## config.mk

```make
export PLATFORM = sky130hd
export DESIGN_NAME = fb_mem_arbiter
export DESIGN_NICKNAME = d
export VERILOG_FILES = /design/src/rtl/fb_mem_arbiter.sv
export SDC_FILE = /design/constraint.sdc
export NUM_CORES = 1
export LEC_CHECK = 0
export BUFFER_PORTS_ARGS = -buffer_cell sky130_fd_sc_hd__buf_2
export CAP_MARGIN = 5
export CORE_ASPECT_RATIO = 0.5
export CORE_MARGIN = 10
export CORE_UTILIZATION = 40
export DETAILED_ROUTE_END_ITERATION = 12
export GPL_TIMING_DRIVEN = 0
export PLACE_DENSITY = 0.79
export SLEW_MARGIN = 30
export SYNTH_ARGS = -nofsm -noshare
export SYNTH_HDL_FRONTEND = slang
export SYNTH_SLANG_ARGS = --single-unit
```

## constraint.sdc

```tcl
create_clock -name clk -period 2.4 [get_ports clk]
set_input_delay 0.24 -clock clk [delete_from_list [all_inputs] [get_ports clk]]
set_output_delay 0.24 -clock clk [all_outputs]
set_load 0.01 [all_outputs]
```

## src/rtl/fb_mem_arbiter.sv

```systemverilog
// fb_mem_arbiter: shares the PSRAM command port between LCD burst refill and a single-word host port.
// The LCD has priority, but once the host has waited STARVE_MAX LCD grants the host is taken next.
module fb_mem_arbiter #(
   parameter int ADDR_W     = 22,
   parameter int DATA_W     = 16,
   parameter int BURST_LEN  = 16,
   parameter int STARVE_MAX = 4
) (
   input  logic              clk,
   input  logic              reset_n,
   input  logic              lcd_req,
   input  logic [ADDR_W-1:0] lcd_addr,
   output logic              lcd_grant,
   output logic              lcd_rvalid,
   output logic [DATA_W-1:0] lcd_rdata,
   input  logic              host_req,
   input  logic              host_we,
   input  logic [ADDR_W-1:0] host_addr,
   input  logic [DATA_W-1:0] host_wdata,
   output logic              host_ack,
   output logic [DATA_W-1:0] host_rdata,
   output logic              mem_req,
   output logic              mem_we,
   output logic [ADDR_W-1:0] mem_addr,
   output logic [DATA_W-1:0] mem_wdata,
   output logic [7:0]        mem_len,
   input  logic              mem_ack,
   input  logic              mem_rvalid,
   input  logic [DATA_W-1:0] mem_rdata,
   input  logic              mem_done,
   output logic              err
);
   typedef enum logic [2:0] {IDLE, LCD_CMD, LCD_DATA, HOST_CMD, HOST_WAIT} state_t;
   state_t     state;
   logic [3:0] starve_cnt;
   logic [7:0] beat_cnt;
   logic [7:0] beats;
   logic       host_live;
   logic       pick_lcd;
   logic       pick_host;
   // a host_req still high in the host_ack cycle belongs to the transaction just served
   assign host_live = host_req && !host_ack;
   assign pick_lcd  = lcd_req && (!host_live || starve_cnt < 4'(STARVE_MAX));
   assign pick_host = host_live && !pick_lcd;
   assign lcd_grant = (state == LCD_CMD) && mem_ack;
   assign beats     = beat_cnt + {7'd0, mem_rvalid};
   always_ff @(posedge clk or negedge reset_n) begin
      if (!reset_n) begin
         state      <= IDLE;
         starve_cnt <= '0;
         beat_cnt   <= '0;
         lcd_rvalid <= 1'b0;
         lcd_rdata  <= '0;
         host_ack   <= 1'b0;
         host_rdata <= '0;
         mem_req    <= 1'b0;
         mem_we     <= 1'b0;
         mem_addr   <= '0;
         mem_wdata  <= '0;
         mem_len    <= '0;
         err        <= 1'b0;
      end else begin
         lcd_rvalid <= (state == LCD_DATA) && mem_rvalid;
         if ((state == LCD_DATA) && mem_rvalid) lcd_rdata <= mem_rdata;
         if ((state == HOST_WAIT || (state == HOST_CMD && mem_ack)) && !mem_we && mem_rvalid)
            host_rdata <= mem_rdata;
         host_ack <= 1'b0;
         if (!host_req || (state == HOST_CMD && mem_ack)) starve_cnt <= '0;
         else if (lcd_grant && starve_cnt != 4'hf) starve_cnt <= starve_cnt + 4'd1;
         case (state)
            IDLE: if (pick_lcd || pick_host) begin
               mem_req   <= 1'b1;
               mem_we    <= pick_host && host_we;
               mem_addr  <= pick_lcd ? lcd_addr : host_addr;
               mem_wdata <= pick_lcd ? '0 : host_wdata;
               mem_len   <= pick_lcd ? 8'(BURST_LEN) : 8'd1;
               state     <= pick_lcd ? LCD_CMD : HOST_CMD;
            end
            LCD_CMD: if (mem_ack) begin
               mem_req  <= 1'b0;
               beat_cnt <= '0;
               state    <= mem_done ? IDLE : LCD_DATA;
               if (mem_done) err <= 1'b1;
            end
            LCD_DATA: begin
               beat_cnt <= mem_done ? '0 : beats;
               if (mem_done) begin
                  err   <= err | (beats != 8'(BURST_LEN));
                  state <= IDLE;
               end
            end
            HOST_CMD: if (mem_ack) begin
               mem_req  <= 1'b0;
               host_ack <= mem_done;
               state    <= mem_done ? IDLE : HOST_WAIT;
            end
            HOST_WAIT: if (mem_done) begin
               host_ack <= 1'b1;
               state    <= IDLE;
            end
            default: state <= IDLE;
         endcase
      end
   end
endmodule

```

Yosys cells after proc, flatten, opt, wreduce, memory -nomap -nowiden
Cells that the tools add are included.
{"block": "word_totals", "reg_bits": 98, "latch_bits": 0, "ramBits": 0, "rom_bits": 0, "out_inout_bits": 84, "n_memories": 0}
{"block": "op_classes", "add_sub_neg": 2, "multipliers": 0, "div": 0, "magnitude_cmp": 1, "eq_ne": 13, "shift": 0, "n_mux": 26, "bitwise": 1, "n_reduce_logical": 30}
{"operator": "22-bit two-way mux", "count": 1}
{"operator": "16-bit two-way mux", "count": 1}
{"operator": "8-bit two-way mux", "count": 2}
{"operator": "8-bit case mux with 2 select lines", "count": 1}
{"operator": "3-bit two-way mux", "count": 5}
{"operator": "3-bit case mux with 4 select lines", "count": 1}
{"operator": "1-bit logical AND", "count": 10}
{"operator": "2-bit inequality test, second input constant", "count": 5}
{"operator": "8-bit by 1-bit adder with 8-bit output", "count": 1}
{"operator": "4-bit two-way mux", "count": 2}
{"operator": "8-bit by 5-bit inequality test with 1-bit output, second input constant", "count": 1}
{"operator": "4-bit AND reduction", "count": 2}
{"operator": "1-bit two-way mux", "count": 7}
{"operator": "3-bit by 2-bit == test with 1-bit output, second input constant", "count": 2}
{"operator": "1-bit case mux with 2 select lines", "count": 3}
{"operator": "2-bit nonzero test", "count": 3}
{"operator": "1-bit logical NOT", "count": 5}
{"operator": "5-bit two-way mux", "count": 1}
{"operator": "4-bit by 1-bit adder with 4-bit output, second input constant", "count": 1}
{"operator": "1-bit logical OR", "count": 4}
{"operator": "4-bit by 3-bit less-than comparator with 1-bit output, second input constant", "count": 1}
{"operator": "2-bit two-way mux", "count": 2}
{"operator": "2-bit by 1-bit inequality test with 1-bit output, second input constant", "count": 2}
{"operator": "4-bit inequality test, second input constant", "count": 1}
{"operator": "other kinds (7)", "count": 9}

Logic depth before layout (Yosys ltp)
Gate-level depths: netlist of the first run.
{"block": "depth", "ltp_word": 10, "depth_mapped": 7, "depth_no_buf": 6}

Least setup slack after synthesis of the first run
OpenSTA, ideal clock, no wires.
{"block": "synth_path", "kind": "register to register", "from": "register state[0]", "to": "register lcd_rdata[10]", "setup_ps": 125, "arrival_ps": 1657, "required_time_ps": 2275, "setup_slack_ps": 618, "path_stages_with_launch": 8, "path_cell_list": "dfrtp_1 -> clkbuf_2 -> or2b_1 -> nor2_1 -> and2_1 -> buf_2 -> buf_4 -> mux2_2"}
{"block": "synth_via", "elab_chain_len": 2}
{"element": "start, declared", "line": "34", "source": "state_t state;"}
{"element": "start signal, assigned", "line": "77", "source": "state <= pick_lcd ? LCD_CMD : HOST_CMD;"}
{"element": "start signal, assigned", "line": "82", "source": "state <= mem_done ? IDLE : LCD_DATA;"}
{"element": "start signal, assigned", "line": "95", "source": "state <= mem_done ? IDLE : HOST_WAIT;"}
{"element": "3-bit by 2-bit == test with 1-bit output", "line": "64", "source": "if ((state == LCD_DATA) && mem_rvalid) lcd_rdata <= mem_rdata;"}
{"element": "1-bit logical AND", "line": "64"}
{"element": "end signal, assigned", "line": "64"}
{"element": "end, declared", "line": "15", "source": "output logic [DATA_W-1:0] lcd_rdata,"}
No other way between the ends.
A chain may end at the register's enable or synchronous reset.

Worst setup path in the final report of the first run
{"block": "layout_path", "from": "register state[0]", "to": "register mem_wdata[8]"}
{"block": "layout_via", "elab_chain_len": 2}
{"element": "3-bit logical NOT", "line": "70", "source": "case (state)"}
{"element": "2-bit AND reduction (no line)"}
{"element": "end signal, assigned", "line": "75", "source": "mem_wdata <= pick_lcd ? '0 : host_wdata;"}
{"element": "end, declared", "line": "25", "source": "output logic [DATA_W-1:0] mem_wdata,"}
No other way between the ends.

==> results.json, run 1 <==
{
  "status": "completed",
  "dp_hpwl_um": 8680,
  "core_area_um2": 9570,
  "grt_setup_unrepaired": "no",
  "viasPerCell": 4.88,
  "grt_overflow": 0,
  "setup_viol": 0,
  "seqPwrFrac": 0.403,
  "clk_pin_slew_worst_paths_ns": 0.06,
  "power_leakage_nw": 2.80,
  "worst_pin_slew_ns": 0.777,
  "die-area_um2": 14600,
  "drc": 0,
  "relSlewSlack": 0.478,
  "avgRoutedWirePerCell_um": 16.9,
  "period_needed_ns": 2.05,
  "synthTopCellsByArea": "dfrtp_1 (58%), mux2_2 (6.2%), nand2_1 (4.8%)",
  "fmax_ghz": 0.489,
  "slew_violations": 0,
  "synth_cell_type_count": 49,
  "place.gp.congestion": 0.784,
  "htreeDepth": 3,
  "synth_area_um2": 3970,
  "cp_max_fo": 10,
  "crit_chain": "clkbuf_2 > nor3_1 > nor3b_1 > clkbuf_1 > a22o_1",
  "vdd_drop_max_mv": 0.368,
  "power_frac_clock": 0.206,
  "die-height_um": 90.4,
  "cp.required_ns": 2.67,
  "synth_top_area_cell": "dfrtp_1",
  "ioPinCount": 168,
  "final_layout_size_suffix_gt1_frac": 0.435,
  "worst_slack_ns": 0.355,
  "start_kind": "flop",
  "layout_commonest_cell": "buf_2",
  "grt_pass1_wl_um": 18000,
  "cp.arrival_ns": 2.32,
  "cts_buffer_depth": 2,
  "power_w": 0.00627,
  "fin_crit_sh": 0.852,
  "rows": 25,
  "via_count": 3195,
  "cp_slowest_cell": "nor3b_1",
  "cts_tree": "done",
  "initial_core_util": 0.415,
  "max_cap_violations": 0,
  "clk_latency_ns": 0.34,
  "fillers": 854,
  "pre_cts_slack_ns": 0.380,
  "hp-class": "in -> reg",
  "cp_slowest_stage_delay_ns": 0.50,
  "clock-sinks": 92,
  "crit_type": "reg -> reg",
  "drt_first_pass_iters": 4,
  "synthFlopType": "dfrtp_1",
  "ys_async_sr_fraction": 1.00,
  "synthToLayoutAreaGrowth_pct": 33.2,
  "drtIter0Drc": 225,
  "ys_seq_area_frac": 0.580,
  "swShare": 0.354,
  "p_switching_w": 0.00222,
  "yosysWarnings": 0,
  "power_frac_comb": 0.391,
  "finClkSkew_ns": 0.00391,
  "power_density_nw_per_um2": 1190,
  "internal-power_w": 0.00405,
  "synth_top_cell_area_share": 0.580,
  "die_x_um": 161,
  "wirelength_um": 11100,
  "layout_common_cells": "buf_2 (164), dfrtp_1 (92), nand2_1 (51), mux2_2 (22), a22oi_1 (22)",
  "hold_ws_ns": 0.118,
  "numCtsBuffers": 9,
  "antenna_found_initial": 1,
  "root_buffer": "clkbuf_16",
  "nets": 601,
  "endpoint_kind": "flop",
  "finalSetupTns_ns": 0,
  "portBuffers": 161,
  "track_usage": 0.153,
  "grt_pass1_vias": 3434,
  "syn_area_per_cell_um2": 11.9,
  "ant_nets": 0,
  "synth_cells": 335,
  "hold_violations": 0,
  "grt_max_degree": 66,
  "yosys_register_bits": 92,
  "synth_edf_count": 0,
  "post-cts-setup-buffer-count": 0
}
[synthesized netlist by cell type (all sizes together) (4+ instances only)]
cell type / count
nor2: 16
nand3: 7
o21ai: 11
a22oi: 22
mux2: 32
a21oi: 8
clkbuf: 12
dfrtp: 92
nand2: 51
a22o: 19
buf: 13
nor3: 4
[stage by stage]
step                instances  area [um2]  utilization
floorplan                 340        3990            -
global placement          636        4960        0.519
detailed placement        637        5000        0.522
CTS                       654        5280        0.551
global route              655        5290        0.552
finish                    655        5290        0.552
[state kept, by name, indices dropped and copies added (netlist names)]
register and count:
beat_cnt 8, host_ack 1, mem_wdata 16, starve_cnt 4
mem_req 1, mem_addr 22, mem_len 2, mem_we 1
lcd_rdata 16, err 1, host_rdata 16, state 3
lcd_rvalid 1
[worst max-delay path, delay by kind of cell (launching register included)]
family,cells,cell delay (ns)
AO/OA/AOI/OAI,1,0.21
buffers and inverters,2,0.61
flip-flops,1,0.37
AND/OR/NAND/NOR,2,0.81
[per-layer routing]
layer,vias up,wire length (um),GRT usage
met3,23,437,0.0396
met4,0,294,0.0715
li1,1550,-,-
met5,-,0,0
met1,1559,4310,0.162
met2,63,6050,0.279
[final cells by class]
class / count / area [um2] / share of cell area
Tap cell: 135 / 169 / 0.0320
Inverter: 1 / 3.75 / 0.000710
Clock buffer: 11 / 243 / 0.0459
Clock inverter: 5 / 27.5 / 0.00521
Multi-Input combinational cell: 222 / 1540 / 0.291
Sequential cell: 92 / 2300 / 0.436
Timing Repair Buffer: 163 / 850 / 0.161
Buffer: 25 / 150 / 0.0284
Antenna cell: 1 / 2.50 / 0.000473
[logic make-up (layout without fill, tap and decap cells)]
group,count (synthesis),count (layout),share of synthesized area
and+or+nand+nor,104,104,0.127
DFF,92,92,0.580
AOI/OAI and AO/OA,73,73,0.135
muxes,33,33,0.103
buffers and inverters,26,205,0.0388
adders and majority gates,3,3,0.00946
xor gates and xnor gates,3,3,0.00662
other,1,7,0.000945
[what timing repair did]
action,CTS,global route
resized for setup,0,1
hold buffers,1,0
endpoints found under the setup margin,0,1
endpoints found under the hold margin,27,0
[path summary, 6_finish.rpt]
| path | start | end | slack, ns | cells past startpoint |
|---|---|---|---|---|
| hold / removal | host_wdata[2] | mem_wdata[2] | 0.12 | 2 |
| max in group asynchronous | reset_n | mem_wdata[14] | 1.46 | 3 |
| setup reg to reg | state[0] | mem_wdata[8] | 0.35 | 5 |
| min in group asynchronous | reset_n | beat_cnt[3] | 0.34 | 2 |
| setup / recovery | state[0] | mem_wdata[8] | 0.35 | 5 |
| hold reg to reg | mem_addr[12] | mem_addr[12] | 0.46 | 2 |
[power groups by stage]
stage	clock [W]	combinational, W	sequential, W
2_1_floorplan	0	0.00110	0.00283
3_3_place_gp	0	0.00243	0.00251
3_5_place_dp	0	0.00249	0.00254
4_1_cts	0.00133	0.00250	0.00253
5_1_grt	0.00141	0.00270	0.00262
6_report	0.00129	0.00245	0.00253
No activity file was read; power rests on OpenSTA's default activity.
==> run 2, diff against run 1 <==
- CTS_BUF_LIST: default -> sky130_fd_sc_hd__clkbuf_16
==> results.json, run 2 (synthesis results as in run 1) <==
{
  "viasPerCell": 4.88,
  "power_density_nw_per_um2": 1180,
  "grt_pass1_wl_um": 18000,
  "root_buffer": "clkbuf_16",
  "swShare": 0.356,
  "p_switching_w": 0.00222,
  "die-area_um2": 14600,
  "clk_latency_ns": 0.34,
  "endpoint_kind": "flop",
  "fin_crit_sh": 0.852,
  "place.gp.congestion": 0.784,
  "power_leakage_nw": 2.80,
  "worstHoldPathCells": 2,
  "cp_top_family": "simple AND/OR/NAND/NOR gates",
  "period_needed_ns": 2.05,
  "grt_pass1_vias": 3434,
  "worst-path-stages": 5,
  "power_w": 0.00623,
  "antenna_found_initial": 1,
  "post-cts-setup-buffer-count": 0,
  "max_cap_violations": 0,
  "critPathBufInv": 2,
  "hp-class": "in -> reg",
  "die-height_um": 90.4,
  "r2r_cells": 5,
  "grt_overflow": 0,
  "regMostFlops": "mem_addr",
  "grt_setup_unrepaired": "no",
  "crit_type": "reg -> reg",
  "design_area_um2": 5280,
  "portBuffers": 161,
  "htreeDepth": 3,
  "cp.arrival_ns": 2.32,
  "core_area_um2": 9570,
  "final_layout_size_suffix_gt1_frac": 0.434,
  "hold_violations": 0,
  "power_frac_comb": 0.393,
  "dp_hpwl_um": 8680,
  "rrSetupSlack_ns": 0.35,
  "drt_first_pass_iters": 4,
  "worst_pin_slew_ns": 0.777,
  "avgRoutedWirePerCell_um": 16.9,
  "fmax_ghz": 0.489,
  "cp_slowest_cell": "nor3b_1",
  "start_kind": "flop",
  "rows": 25,
  "cp_max_fo": 10,
  "layout_commonest_cell": "buf_2",
  "setup_viol": 0,
  "cts_tree": "done",
  "synthToLayoutAreaGrowth_pct": 32.9,
  "seqPwrFrac": 0.406,
  "drc": 0,
  "die_x_um": 161,
  "clock-sinks": 92,
  "utilization": 0.551,
  "via_count": 3195,
  "cp_slowest_stage_delay_ns": 0.50,
  "initial_core_util": 0.415,
  "ant_nets": 0,
  "grt_max_degree": 66,
  "cts_buffer_depth": 2,
  "wirelength_um": 11100,
  "place_area_um2": 5000,
  "slew_violations": 0,
  "crit_chain": "clkbuf_2 > nor3_1 > nor3b_1 > clkbuf_1 > a22o_1",
  "drtIter0Drc": 225,
  "internal-power_w": 0.00402,
  "numCtsBuffers": 9,
  "finClkSkew_ns": 0.00413,
  "power_frac_clock": 0.201,
  "fillers": 855,
  "finalSetupTns_ns": 0,
  "relSlewSlack": 0.478,
  "cp.required_ns": 2.67,
  "ioPinCount": 168,
  "vdd_drop_max_mv": 0.368,
  "layout_common_cells": "buf_2 (164), dfrtp_1 (92), nand2_1 (51), mux2_2 (22), a22oi_1 (22)",
  "clk_pin_slew_worst_paths_ns": 0.06,
  "track_usage": 0.153,
  "largest_reg_flops": 22,
  "nets": 601,
  "status": "completed"
}
run 2: area by class of cell:
class                      instances  area (um2)  area share
clock inverter                     7        35.0     0.00664
multi-input combinational        222        1540       0.292
clock buffer                       9         225      0.0427
buffer                            25         150      0.0285
sequential                        92        2300       0.436
antenna                            1        2.50    0.000474
tap                              135         169      0.0320
inverter                           1        3.75    0.000711
timing repair buffer             163         850       0.161
run 2: power by group through the flow:
| stage | Sequential, W | Clock (W) | Combinational [W] |
|---|---|---|---|
| 5_1_grt | 0.00262 | 0.00137 | 0.00270 |
| 6_report | 0.00253 | 0.00125 | 0.00245 |
| 4_1_cts | 0.00253 | 0.00129 | 0.00250 |
| 2_1_floorplan | 0.00283 | 0 | 0.00110 |
| 3_3_place_gp | 0.00251 | 0 | 0.00243 |
| 3_5_place_dp | 0.00254 | 0 | 0.00249 |
run 2: metrics by stage:
stage	instances	hold WS (ns)	worst slack (ns)
6_report	655	0.119	0.354
3_3_place_gp	636	0.446	0.235
3_5_place_dp	637	0.127	0.380
2_1_floorplan	340	-0.0556	0.618
4_1_cts	654	0.105	0.187
5_1_grt	655	0.108	0.136
run 2: routing by layer:
layer,track usage,routed length [um]
met1,0.162,4310
met2,0.279,6050
met4,0.0715,294
met3,0.0396,437
met5,0,0
run 2: worst paths after layout:
| check | startpoint | end |
|---|---|---|
| min in group asynchronous | reset_n | beat_cnt[3] |
| max in group asynchronous | reset_n | mem_wdata[14] |
| min reg2reg | mem_addr[12] | mem_addr[12] |
| max | state[0] | mem_wdata[8] |
| min | host_wdata[2] | mem_wdata[2] |
| max reg2reg | state[0] | mem_wdata[8] |
run 2: what timing repair did:
item / CTS / global route
endpoints found under the hold margin: 27 / 0
resized for setup: 0 / 1
endpoints found under the setup margin: 0 / 1
hold buffers: 1 / 0
